File: src/rtl/viterbi_k3_pkg.sv
// rtl/viterbi_k3_pkg.sv - Trellis constants and symbol helpers for the K=3 Viterbi decoder
package viterbi_k3_pkg;
    localparam int K = 3;
    localparam int NSTATES = 4;
    localparam logic [K-1:0] G1 = 3'b110;
    localparam logic [K-1:0] G2 = 3'b111;

    // state = {b_{n-1}, b_{n-2}}; result is {p1, p0} as carried on sym_in
    function automatic logic [1:0] exp_sym(input logic [1:0] state, input logic b);
        logic [K-1:0] taps;
        taps = {b, state};
        return {^(taps & G2), ^(taps & G1)};
    endfunction

    function automatic logic [1:0] hamming2(input logic [1:0] a, input logic [1:0] b);
        logic [1:0] d;
        d = a ^ b;
        return {d[1] & d[0], d[1] ^ d[0]};
    endfunction
endpackage

File: src/rtl/viterbi_acs.sv
// rtl/viterbi_acs.sv - Add-compare-select for one trellis state with saturating metrics
module viterbi_acs #(
    parameter int PM_W = 5
) (
    input  logic [PM_W-1:0] pm_a,
    input  logic [PM_W-1:0] pm_b,
    input  logic [1:0]      bm_a,
    input  logic [1:0]      bm_b,
    output logic [PM_W-1:0] pm_out,
    output logic            dec
);
    localparam logic [PM_W:0] PM_MAX = {1'b0, {PM_W{1'b1}}};

    logic [PM_W:0]   sum_a;
    logic [PM_W:0]   sum_b;
    logic [PM_W-1:0] cand_a;
    logic [PM_W-1:0] cand_b;

    // Predecessor a has b_{n-2}=0, so ties resolve towards it
    always_comb begin
        sum_a  = {1'b0, pm_a} + {{(PM_W-1){1'b0}}, bm_a};
        sum_b  = {1'b0, pm_b} + {{(PM_W-1){1'b0}}, bm_b};
        cand_a = (sum_a > PM_MAX) ? PM_MAX[PM_W-1:0] : sum_a[PM_W-1:0];
        cand_b = (sum_b > PM_MAX) ? PM_MAX[PM_W-1:0] : sum_b[PM_W-1:0];
        dec    = (cand_b < cand_a);
        pm_out = dec ? cand_b : cand_a;
    end
endmodule

File: src/rtl/viterbi_decoder_k3.sv
// rtl/viterbi_decoder_k3.sv - Hard-decision register-exchange Viterbi decoder, rate 1/2, K=3
module viterbi_decoder_k3
    import viterbi_k3_pkg::*;
#(
    parameter int DEPTH     = 15,
    parameter int PM_W      = 5,
    parameter int INIT_BIAS = 8
) (
    input  logic       CLK,
    input  logic       RST,
    input  logic       clr,
    input  logic [1:0] sym_in,
    input  logic       sym_valid,
    output logic       dec_bit,
    output logic       dec_valid
);
    localparam int CNT_W = $clog2(DEPTH);
    localparam logic [CNT_W-1:0] CNT_MAX = CNT_W'(DEPTH - 1);
    localparam logic [PM_W-1:0]  BIAS    = PM_W'(INIT_BIAS);
    localparam logic [NSTATES-1:0][PM_W-1:0] METRIC_INIT = {BIAS, BIAS, BIAS, {PM_W{1'b0}}};

    logic [NSTATES-1:0][PM_W-1:0]  metric_q, metric_d, acs_pm, norm_pm;
    logic [NSTATES-1:0][DEPTH-1:0] hist_q, hist_d, pred_hist, new_hist;
    logic [NSTATES-1:0]            acs_dec;
    logic [NSTATES-1:0][1:0][1:0]  bm;
    logic [CNT_W-1:0]              sym_cnt_q, sym_cnt_d;
    logic                          dec_bit_q, dec_bit_d, dec_valid_q, dec_valid_d;
    logic [PM_W-1:0]               pm_min;
    logic [1:0]                    best;

    // bm[s][b]: distance from sym_in to the symbol emitted leaving state s with input b
    always_comb begin
        for (int s = 0; s < NSTATES; s++) begin
            bm[s][0] = hamming2(sym_in, exp_sym(2'(s), 1'b0));
            bm[s][1] = hamming2(sym_in, exp_sym(2'(s), 1'b1));
        end
    end

    for (genvar ns = 0; ns < NSTATES; ns++) begin : g_acs
        localparam int PA = 2 * (ns % 2);
        localparam int PB = PA + 1;
        localparam int X  = ns / 2;
        localparam logic X_BIT = 1'(X);

        viterbi_acs #(.PM_W(PM_W)) u_acs (
            .pm_a   (metric_q[PA]),
            .pm_b   (metric_q[PB]),
            .bm_a   (bm[PA][X]),
            .bm_b   (bm[PB][X]),
            .pm_out (acs_pm[ns]),
            .dec    (acs_dec[ns])
        );

        assign pred_hist[ns] = acs_dec[ns] ? hist_q[PB] : hist_q[PA];
        assign new_hist[ns]  = {pred_hist[ns][DEPTH-2:0], X_BIT};
    end

    always_comb begin
        pm_min = acs_pm[0];
        best   = 2'd0;
        for (int s = 1; s < NSTATES; s++) begin
            if (acs_pm[s] < pm_min) begin
                pm_min = acs_pm[s];
                best   = 2'(s);
            end
        end
        for (int s = 0; s < NSTATES; s++) begin
            norm_pm[s] = acs_pm[s] - pm_min;
        end
    end

    always_comb begin
        metric_d    = metric_q;
        hist_d      = hist_q;
        sym_cnt_d   = sym_cnt_q;
        dec_bit_d   = dec_bit_q;
        dec_valid_d = 1'b0;
        if (clr) begin
            metric_d  = METRIC_INIT;
            hist_d    = '0;
            sym_cnt_d = '0;
            dec_bit_d = 1'b0;
        end else if (sym_valid) begin
            metric_d = norm_pm;
            hist_d   = new_hist;
            if (sym_cnt_q == CNT_MAX) begin
                dec_bit_d   = new_hist[best][DEPTH-1];
                dec_valid_d = 1'b1;
            end else begin
                sym_cnt_d = sym_cnt_q + CNT_W'(1);
            end
        end
    end

    always_ff @(posedge CLK) begin
        if (RST) begin
            metric_q    <= METRIC_INIT;
            hist_q      <= '0;
            sym_cnt_q   <= '0;
            dec_bit_q   <= 1'b0;
            dec_valid_q <= 1'b0;
        end else begin
            metric_q    <= metric_d;
            hist_q      <= hist_d;
            sym_cnt_q   <= sym_cnt_d;
            dec_bit_q   <= dec_bit_d;
            dec_valid_q <= dec_valid_d;
        end
    end

    assign dec_bit   = dec_bit_q;
    assign dec_valid = dec_valid_q;
endmodule
File: config.mk
export PLATFORM = sky130hd
export DESIGN_NAME = viterbi_decoder_k3
export DESIGN_NICKNAME = d
export VERILOG_FILES = /design/src/rtl/viterbi_k3_pkg.sv /design/src/rtl/viterbi_acs.sv /design/src/rtl/viterbi_decoder_k3.sv
export SDC_FILE = /design/constraint.sdc
export NUM_CORES = 1
export LEC_CHECK = 0
export ABC_CLOCK_PERIOD_IN_PS = 12650
export CAP_MARGIN = 25
export CORE_AREA = 2 2 165 167
export CTS_BUF_LIST = sky130_fd_sc_hd__clkbuf_8
export DETAILED_ROUTE_END_ITERATION = 8
export DIE_AREA = 0 0 167 169
export PLACE_DENSITY_LB_ADDON = 0.25
export REMOVE_ABC_BUFFERS = 1
export SETUP_SLACK_MARGIN = 0.3
export SLEW_MARGIN = 10
export SYNTH_ARGS = -nofsm -noshare
export SYNTH_HDL_FRONTEND = slang
export SYNTH_SLANG_ARGS = --single-unit
export TNS_END_PERCENT = 10
File: constraint.sdc
create_clock -name CLK -period 12.65 [get_ports CLK]
set_input_delay 2.53 -clock CLK [delete_from_list [all_inputs] [get_ports CLK]]
set_output_delay 2.53 -clock CLK [all_outputs]
set_load 0.01 [all_outputs]
==> Word-level counts from Yosys, hierarchy flattened <==
Index checks and enable logic that the tools add are counted.
{ "totals": {"out_inout_bits": 2, "wordCells": 83, "in_bits": 6, "ff_bits": 80} }
{ "op_classes": {"magnitude_cmp": 16, "reduce_logical": 4, "n_eq_ne": 1, "n_mux": 25, "n_bitwise": 13, "addsub": 13} }
{ "op_table": {"columns": ["op", "count"], "rows": [
  ["$mux 5", 15],
  ["$mux 14", 4],
  ["$add 5x2->6", 8],
  ["$gt 6x5->1 const B", 8],
  ["$lt 5x5->1", 7],
  ["$bmux 15 s2", 1],
  ["$sub 5x5->5", 4],
  ["$mux 15", 1],
  ["$add 4x1->4 const B", 1],
  ["$and 1x1->1", 4],
  ["$eq 4x4->1 const B", 1],
  ["$mux 2", 2],
  ["$not 1->1", 4],
  ["$reduce_and 2->1", 2],
  ["$xor 1x1->1", 4],
  ["$lt 2x3->1 const B", 1],
  ["$reduce_or 3->1", 1],
  ["$mux 1", 2],
  ["$not 2->2", 1],
  ["$reduce_or 2->1", 1]
]} }

==> Logic depth before layout (Yosys ltp) <==
{ "depth": {"word_depth": 15, "ltp_mapped": 43, "mapped_depth_nobuf": 41} }

==> By module <==
A second synthesis with hierarchy kept.
{ "unflattened": {"hier_cells": 757, "hier_area_um2": 6608.8} }
{ "by_module_without_submodules": {"columns": ["mod", "n_inst", "seq_area_each_um2", "area_per_inst_um2", "cells_per_inst"], "rows": [
  ["viterbi_decoder_k3", 1, 1541.5, 4747.1, 549],
  ["viterbi_acs", 4, 0.0, 465.4, 52]
]} }

==> Worst setup path before layout <==
OpenSTA, ideal clock, no wires.
{ "synth_timing": {"kind": "input -> register", "from": "input sym_in[0]", "to": "register metric_q[4] (netlist name)", "slack_ns": 2.522, "required_ns": 12.585, "setup_time_ns": 0.065, "stages": 39, "arrival_time_ns": 10.064, "n_path_buf": 2, "path_cell_list": "inv_1 > ha_1 > inv_1 > ha_1 > nor2b_1 > o21a_1 > a21oi_1 > inv_1 > ha_1 > or2_2 > and3_1 > a211oi_1 > buf_4 > mux2_2 > inv_1 > ha_1 > o21ai_1 > a21oi_1 > [... 3 more ...] > a211o_1 > o21ai_4 > o21ai_0 > ha_1 > o21ai_0 > nor4b_2 > nor2_1 > o41a_1 > buf_6 > o21ai_0 > ha_1 > inv_1 > ha_1 > a311o_1 > o211ai_1 > a21oi_1 > mux2_1 > nor2_1"} }
{ "synth_between": {"elab_chain_cells": 14, "word_cells_on_any_way": 49, "cone_classes": "9 x add/sub; 15 x order compare; 15 x mux; 10 x bitwise"} }
{ "synth_lines": {"columns": ["item", "line", "source"], "rows": [
  ["start, declared", "viterbi_decoder_k3.sv:12", "input logic [1:0] sym_in,"],
  ["$not 1->1 (no source line) / $not 2->2 (equally long branches)", null, null],
  ["$xor 1x1->1 / $and 1x1->1 (equally long branches)", "viterbi_k3_pkg.sv:18", "return {d[1] & d[0], d[1] ^ d[0]};"],
  ["$add 5x2->6, on equally long branches", "viterbi_acs.sv:22, viterbi_acs.sv:21", null],
  ["$gt 6x5->1, on equally long branches", "viterbi_acs.sv:24, viterbi_acs.sv:23", null],
  ["$mux 5, on equally long branches", "viterbi_acs.sv:24, viterbi_acs.sv:23", null],
  ["$lt 5x5->1", "viterbi_acs.sv:25", "dec = (cand_b < cand_a);"],
  ["$mux 5", "viterbi_acs.sv:26", "pm_out = dec ? cand_b : cand_a;"],
  ["$lt 5x5->1", "viterbi_decoder_k3.sv:62", "if (acs_pm[s] < pm_min) begin"],
  ["$mux 5", "viterbi_decoder_k3.sv:62", null],
  ["$lt 5x5->1", "viterbi_decoder_k3.sv:62", null],
  ["$mux 5", "viterbi_decoder_k3.sv:62", null],
  ["$lt 5x5->1", "viterbi_decoder_k3.sv:62", null],
  ["$mux 5", "viterbi_decoder_k3.sv:62", null],
  ["$sub 5x5->5 *", "viterbi_decoder_k3.sv:68", "norm_pm[s] = acs_pm[s] - pm_min;"],
  ["end signal, assigned", "viterbi_decoder_k3.sv:103", "metric_q <= metric_d;"],
  ["end, declared", "viterbi_decoder_k3.sv:22", "logic [NSTATES-1:0][PM_W-1:0] metric_q, metric_d, acs_pm, norm_pm;"]
]} }
Every way passes the cells marked *; elsewhere a longest branch is shown, timed or not.
A chain may end at the register's enable or synchronous reset.

==> Worst setup path in the final report <==
Same ends and word-level chain as after synthesis.

==> impl_results.html <==
<table>
<tr><th>Metric</th><th>Value</th></tr>
<tr><th colspan="2">Critical path</th></tr>
<tr><td>Origin of the critical flop-to-flop path</td><td>metric_q[10]$_SDFFE_PP0P_</td></tr>
<tr><td>Arrival time of the worst setup path</td><td>11.88 ns</td></tr>
<tr><td>Crit start category</td><td>input pin</td></tr>
<tr><td>Library cell appearing most often on the critical path</td><td>sky130_fd_sc_hd__ha_1</td></tr>
<tr><td>Critical Path End Type</td><td>register</td></tr>
<tr><td>Data required, critical path</td><td>12.97 ns</td></tr>
<tr><td>Critical path's largest stage delay</td><td>0.63 ns</td></tr>
<tr><td>Critical path start-end classification</td><td>input pin to register</td></tr>
<tr><td>Slowest cell on the critical path</td><td>sky130_fd_sc_hd__mux2i_1</td></tr>
<tr><td>Highest fanout seen on the critical path</td><td>10</td></tr>
<tr><td>Critical Path Source</td><td>sym_in[0]</td></tr>
<tr><th colspan="2">Floorplanning</th></tr>
<tr><td>Die Span Y</td><td>169 µm</td></tr>
<tr><td>Row count</td><td>60</td></tr>
<tr><td>Starting density of the core</td><td>24.6%</td></tr>
<tr><td>Die Width</td><td>167 µm</td></tr>
<tr><td>Number of I/O pins</td><td>8</td></tr>
<tr><td>Core footprint</td><td>26500 µm²</td></tr>
<tr><td>Die footprint</td><td>28200 µm²</td></tr>
<tr><th colspan="2">Synth</th></tr>
<tr><td>Fraction of registers with async set or reset after synthesis</td><td>0%</td></tr>
<tr><td>Dominant synthesized flop cell</td><td>sky130_fd_sc_hd__dfxtp_1</td></tr>
<tr><td>Yosys reg bits</td><td>77</td></tr>
<tr><td>Count of unique library cells instantiated by Yosys</td><td>76</td></tr>
<tr><td>Area of the mapped netlist</td><td>6510 µm²</td></tr>
<tr><td>Fraction of the yosys area taken by sequential cells</td><td>23.7%</td></tr>
<tr><td>Yosys warning count</td><td>0</td></tr>
<tr><td>Avg Inst Size Synth</td><td>8.31 µm²</td></tr>
<tr><td>Cells after Synth</td><td>784</td></tr>
<tr><td>Number of enable-type register cells in the synthesized netlist</td><td>0</td></tr>
<tr><th colspan="2">Global route</th></tr>
<tr><td>Via count of the first global-routing pass</td><td>5302</td></tr>
<tr><td>Pin count of the biggest net entering global routing</td><td>76</td></tr>
<tr><td>Global-route wire length before repair</td><td>29.2 mm</td></tr>
<tr><td>Initial antenna violation count</td><td>0</td></tr>
<tr><td>Residual overflow from global routing</td><td>0</td></tr>
<tr><td>Overall routing resource usage</td><td>12.9%</td></tr>
<tr><th colspan="2">Route</th></tr>
<tr><td>Top sig layer</td><td>met4</td></tr>
<tr><td>Total detailed-routing wirelength</td><td>18.1 mm</td></tr>
<tr><td>Initial DRC count</td><td>398</td></tr>
<tr><td>Wirelength per Cell</td><td>16.3 µm</td></tr>
<tr><td>DRT met1 WL</td><td>9.21 mm</td></tr>
<tr><td>Router iterations before antenna repair</td><td>5</td></tr>
<tr><td>Count of nets left with antenna violations after detail routing</td><td>0</td></tr>
<tr><td>Amount of wire on met2 after detailed routing</td><td>7.91 mm</td></tr>
<tr><td>Drt via density</td><td>5.00</td></tr>
<tr><td>DRC violation count after routing</td><td>0</td></tr>
<tr><td>Detailed route wirelength on metal3</td><td>589 µm</td></tr>
<tr><td>Routed vias</td><td>5566</td></tr>
<tr><th colspan="2">Job</th></tr>
<tr><td>Max-capacitance violation count</td><td>0</td></tr>
<tr><th colspan="2">STA</th></tr>
<tr><td>Worst clock skew</td><td>0.0180 ns</td></tr>
<tr><td>Sum of negative setup slack</td><td>0 ns</td></tr>
<tr><td>Achievable Freq</td><td>0.0865 GHz</td></tr>
<tr><td>Post-route clock period utilization</td><td>91.4%</td></tr>
<tr><td>Max-slew violations</td><td>0</td></tr>
<tr><td>RSZ-0062 raised after global routing</td><td>no</td></tr>
<tr><td>Time the worst path needs with I/O delays and setup</td><td>11.56 ns</td></tr>
<tr><td>Slew at the pin closest to its max-slew limit</td><td>0.853 ns</td></tr>
<tr><td>Setup Viol. Count Final</td><td>0</td></tr>
<tr><td>Final Hold Vio Count</td><td>0</td></tr>
<tr><td>Relative slew slack</td><td>43.1%</td></tr>
<tr><th colspan="2">Finish</th></tr>
<tr><td>Share of layout cells above drive strength 1</td><td>9.46%</td></tr>
<tr><td>Area growth, synth to finish</td><td>9.59%</td></tr>
<tr><td>Count of inserted antenna diode cells</td><td>0</td></tr>
<tr><td>Final-stage net count</td><td>822</td></tr>
<tr><th colspan="2">Clock tree</th></tr>
<tr><td>Number of buffers inserted during clock tree synthesis</td><td>9</td></tr>
<tr><td>Clock net sink count</td><td>77</td></tr>
<tr><td>Clock-pin slew on the worst setup and hold paths</td><td>0.09 ns</td></tr>
<tr><td>CTS HTree Levels</td><td>3</td></tr>
<tr><td>TritonCTS clock tree</td><td>done</td></tr>
<tr><td>Clock latency reported for the late side of the worst-skew pair</td><td>0.39 ns</td></tr>
<tr><td>Resized Gates After CTS</td><td>0</td></tr>
<tr><td>Number of buffers added for setup after CTS</td><td>0</td></tr>
<tr><td>Hold-fix buffers, CTS</td><td>0</td></tr>
<tr><td>Clock Root Buffer</td><td>sky130_fd_sc_hd__clkbuf_8</td></tr>
<tr><td>CTS max path bufs</td><td>2</td></tr>
<tr><th colspan="2">Min path</th></tr>
<tr><td>HP Start</td><td>hist_q[45]$_SDFFE_PP0P_</td></tr>
<tr><td>HP Class</td><td>register to register</td></tr>
<tr><th colspan="2">Placed design</th></tr>
<tr><td>RD Place Congestion</td><td>0.873</td></tr>
<tr><td>Number of I/O port buffers</td><td>7</td></tr>
<tr><td>DP HPWL</td><td>13.4 mm</td></tr>
<tr><th colspan="2">Run status</th></tr>
<tr><td>Result of the run</td><td>completed</td></tr>
</table>
[flip-flops by register name, indices dropped and copies added (netlist names)]
| signal | count |
|---|---|
| dec_bit | 1 |
| dec_valid | 1 |
| hist_q | 51 |
| metric_q | 20 |
| sym_cnt_q | 4 |
[cell usage in the layout, fill, tap and decap left out, types with 4 or more instances in the layout]
cell type | Yosys | routed
sky130_fd_sc_hd__nor2_1 | 105 | 105
sky130_fd_sc_hd__a21oi_1 | 40 | 40
sky130_fd_sc_hd__a31oi_1 | 8 | 8
sky130_fd_sc_hd__nor3_1 | 10 | 10
sky130_fd_sc_hd__or2_2 | 4 | 4
sky130_fd_sc_hd__xor2_1 | 16 | 16
sky130_fd_sc_hd__nand2b_1 | 10 | 10
sky130_fd_sc_hd__mux2_2 | 11 | 11
sky130_fd_sc_hd__o21bai_1 | 7 | 7
sky130_fd_sc_hd__o31ai_1 | 7 | 7
sky130_fd_sc_hd__clkdlybuf4s50_1 | 0 | 6
sky130_fd_sc_hd__ha_1 | 49 | 49
sky130_fd_sc_hd__a22oi_1 | 5 | 5
sky130_fd_sc_hd__o31a_1 | 6 | 6
sky130_fd_sc_hd__nor2b_1 | 4 | 4
sky130_fd_sc_hd__and2_1 | 5 | 5
sky130_fd_sc_hd__maj3_1 | 5 | 5
sky130_fd_sc_hd__o22ai_1 | 5 | 5
sky130_fd_sc_hd__and3_1 | 7 | 7
sky130_fd_sc_hd__buf_4 | 2 | 7
sky130_fd_sc_hd__dfxtp_1 | 77 | 77
sky130_fd_sc_hd__a211oi_1 | 68 | 67
sky130_fd_sc_hd__o211ai_1 | 8 | 8
sky130_fd_sc_hd__o21ai_0 | 25 | 25
sky130_fd_sc_hd__clkbuf_8 | 0 | 9
sky130_fd_sc_hd__nand3_1 | 13 | 13
sky130_fd_sc_hd__maj3_2 | 4 | 4
sky130_fd_sc_hd__xnor2_1 | 24 | 24
sky130_fd_sc_hd__a211o_1 | 7 | 7
sky130_fd_sc_hd__o21a_1 | 4 | 4
sky130_fd_sc_hd__nand2_1 | 37 | 37
sky130_fd_sc_hd__a21oi_2 | 4 | 4
sky130_fd_sc_hd__inv_1 | 37 | 37
sky130_fd_sc_hd__a211oi_2 | 5 | 5
sky130_fd_sc_hd__mux2i_1 | 69 | 69
[logic make-up after synthesis]
logic type	after synthesis	share of synthesized area (%)
and+or+nand+nor	216	15.4
muxes	87	14.3
AOI/OAI and AO/OA	226	25.3
xor gates and xnor gates	40	5.38
adders and majority gates	58	10.9
DFF	77	23.7
buffers and inverters	80	5.11
[metal layers]
layer  GRT usage, %  vias up
li1               -     2831
met1           18.0     2608
met2           20.4      100
met3           2.29       27
met4           3.90        0
met5              0        -
[critical path, delay by kind of cell]
| family | cells | cell delay (ns) |
|---|---|---|
| compound gates | 16 | 4.08 |
| simple gates | 7 | 1.41 |
| fa+ha+maj | 7 | 2.03 |
| buf+inv | 5 | 0.88 |
| mux | 2 | 0.93 |
[cells in the mapped netlist (13+ instances only)]
| library cell | instances | area (µm²) |
|---|---|---|
| sky130_fd_sc_hd__a211oi_1 | 68 | 510 |
| sky130_fd_sc_hd__a21oi_1 | 40 | 200 |
| sky130_fd_sc_hd__clkbuf_1 | 24 | 90.1 |
| sky130_fd_sc_hd__dfxtp_1 | 77 | 1540 |
| sky130_fd_sc_hd__ha_1 | 49 | 613 |
| sky130_fd_sc_hd__inv_1 | 37 | 139 |
| sky130_fd_sc_hd__mux2i_1 | 69 | 691 |
| sky130_fd_sc_hd__nand2_1 | 37 | 139 |
| sky130_fd_sc_hd__nand3_1 | 13 | 65.1 |
| sky130_fd_sc_hd__nor2_1 | 105 | 394 |
| sky130_fd_sc_hd__o21ai_0 | 25 | 125 |
| sky130_fd_sc_hd__xnor2_1 | 24 | 210 |
| sky130_fd_sc_hd__xor2_1 | 16 | 140 |
[cell type report]
class | count | area (µm²)
clock buffers | 9 | 124
multi-input cells | 627 | 4650
clock inverters | 7 | 105
fillers | 2880 | 19400
well taps | 341 | 427
flip-flops and latches | 77 | 1540
inverters | 38 | 145
repair buffers | 14 | 140
[through the flow]
step	hold WS [ns]	utilization (%)	std cells	worst slack, ns	cell area [µm²]
6_report	0.474	26.9	1113	1.09	7140
5_1_grt	0.511	26.9	1113	0.376	7140
4_1_cts	0.480	26.9	1113	1.22	7140
3_5_place_dp	0.465	26.1	1097	0.818	6910
3_3_place_gp	0.449	26.0	1096	1.07	6880
2_1_floorplan	0.434	-	742	0.880	6320
[path summary, 6_finish.rpt]
path | to | slack (ns) | cells past startpoint
max reg2reg | metric_q[4]$_SDFFE_PP0P_ | 3.97 | 32
min | hist_q[45]$_SDFFE_PP0P_ | 0.47 | 2
min reg2reg | hist_q[45]$_SDFFE_PP0P_ | 0.47 | 2
max | metric_q[4]$_SDFFE_PP0P_ | 1.09 | 37
Power is left out: the tool's default activity adds up to more than one toggle a clock period on the data nets, which glitch-free logic cannot reach.
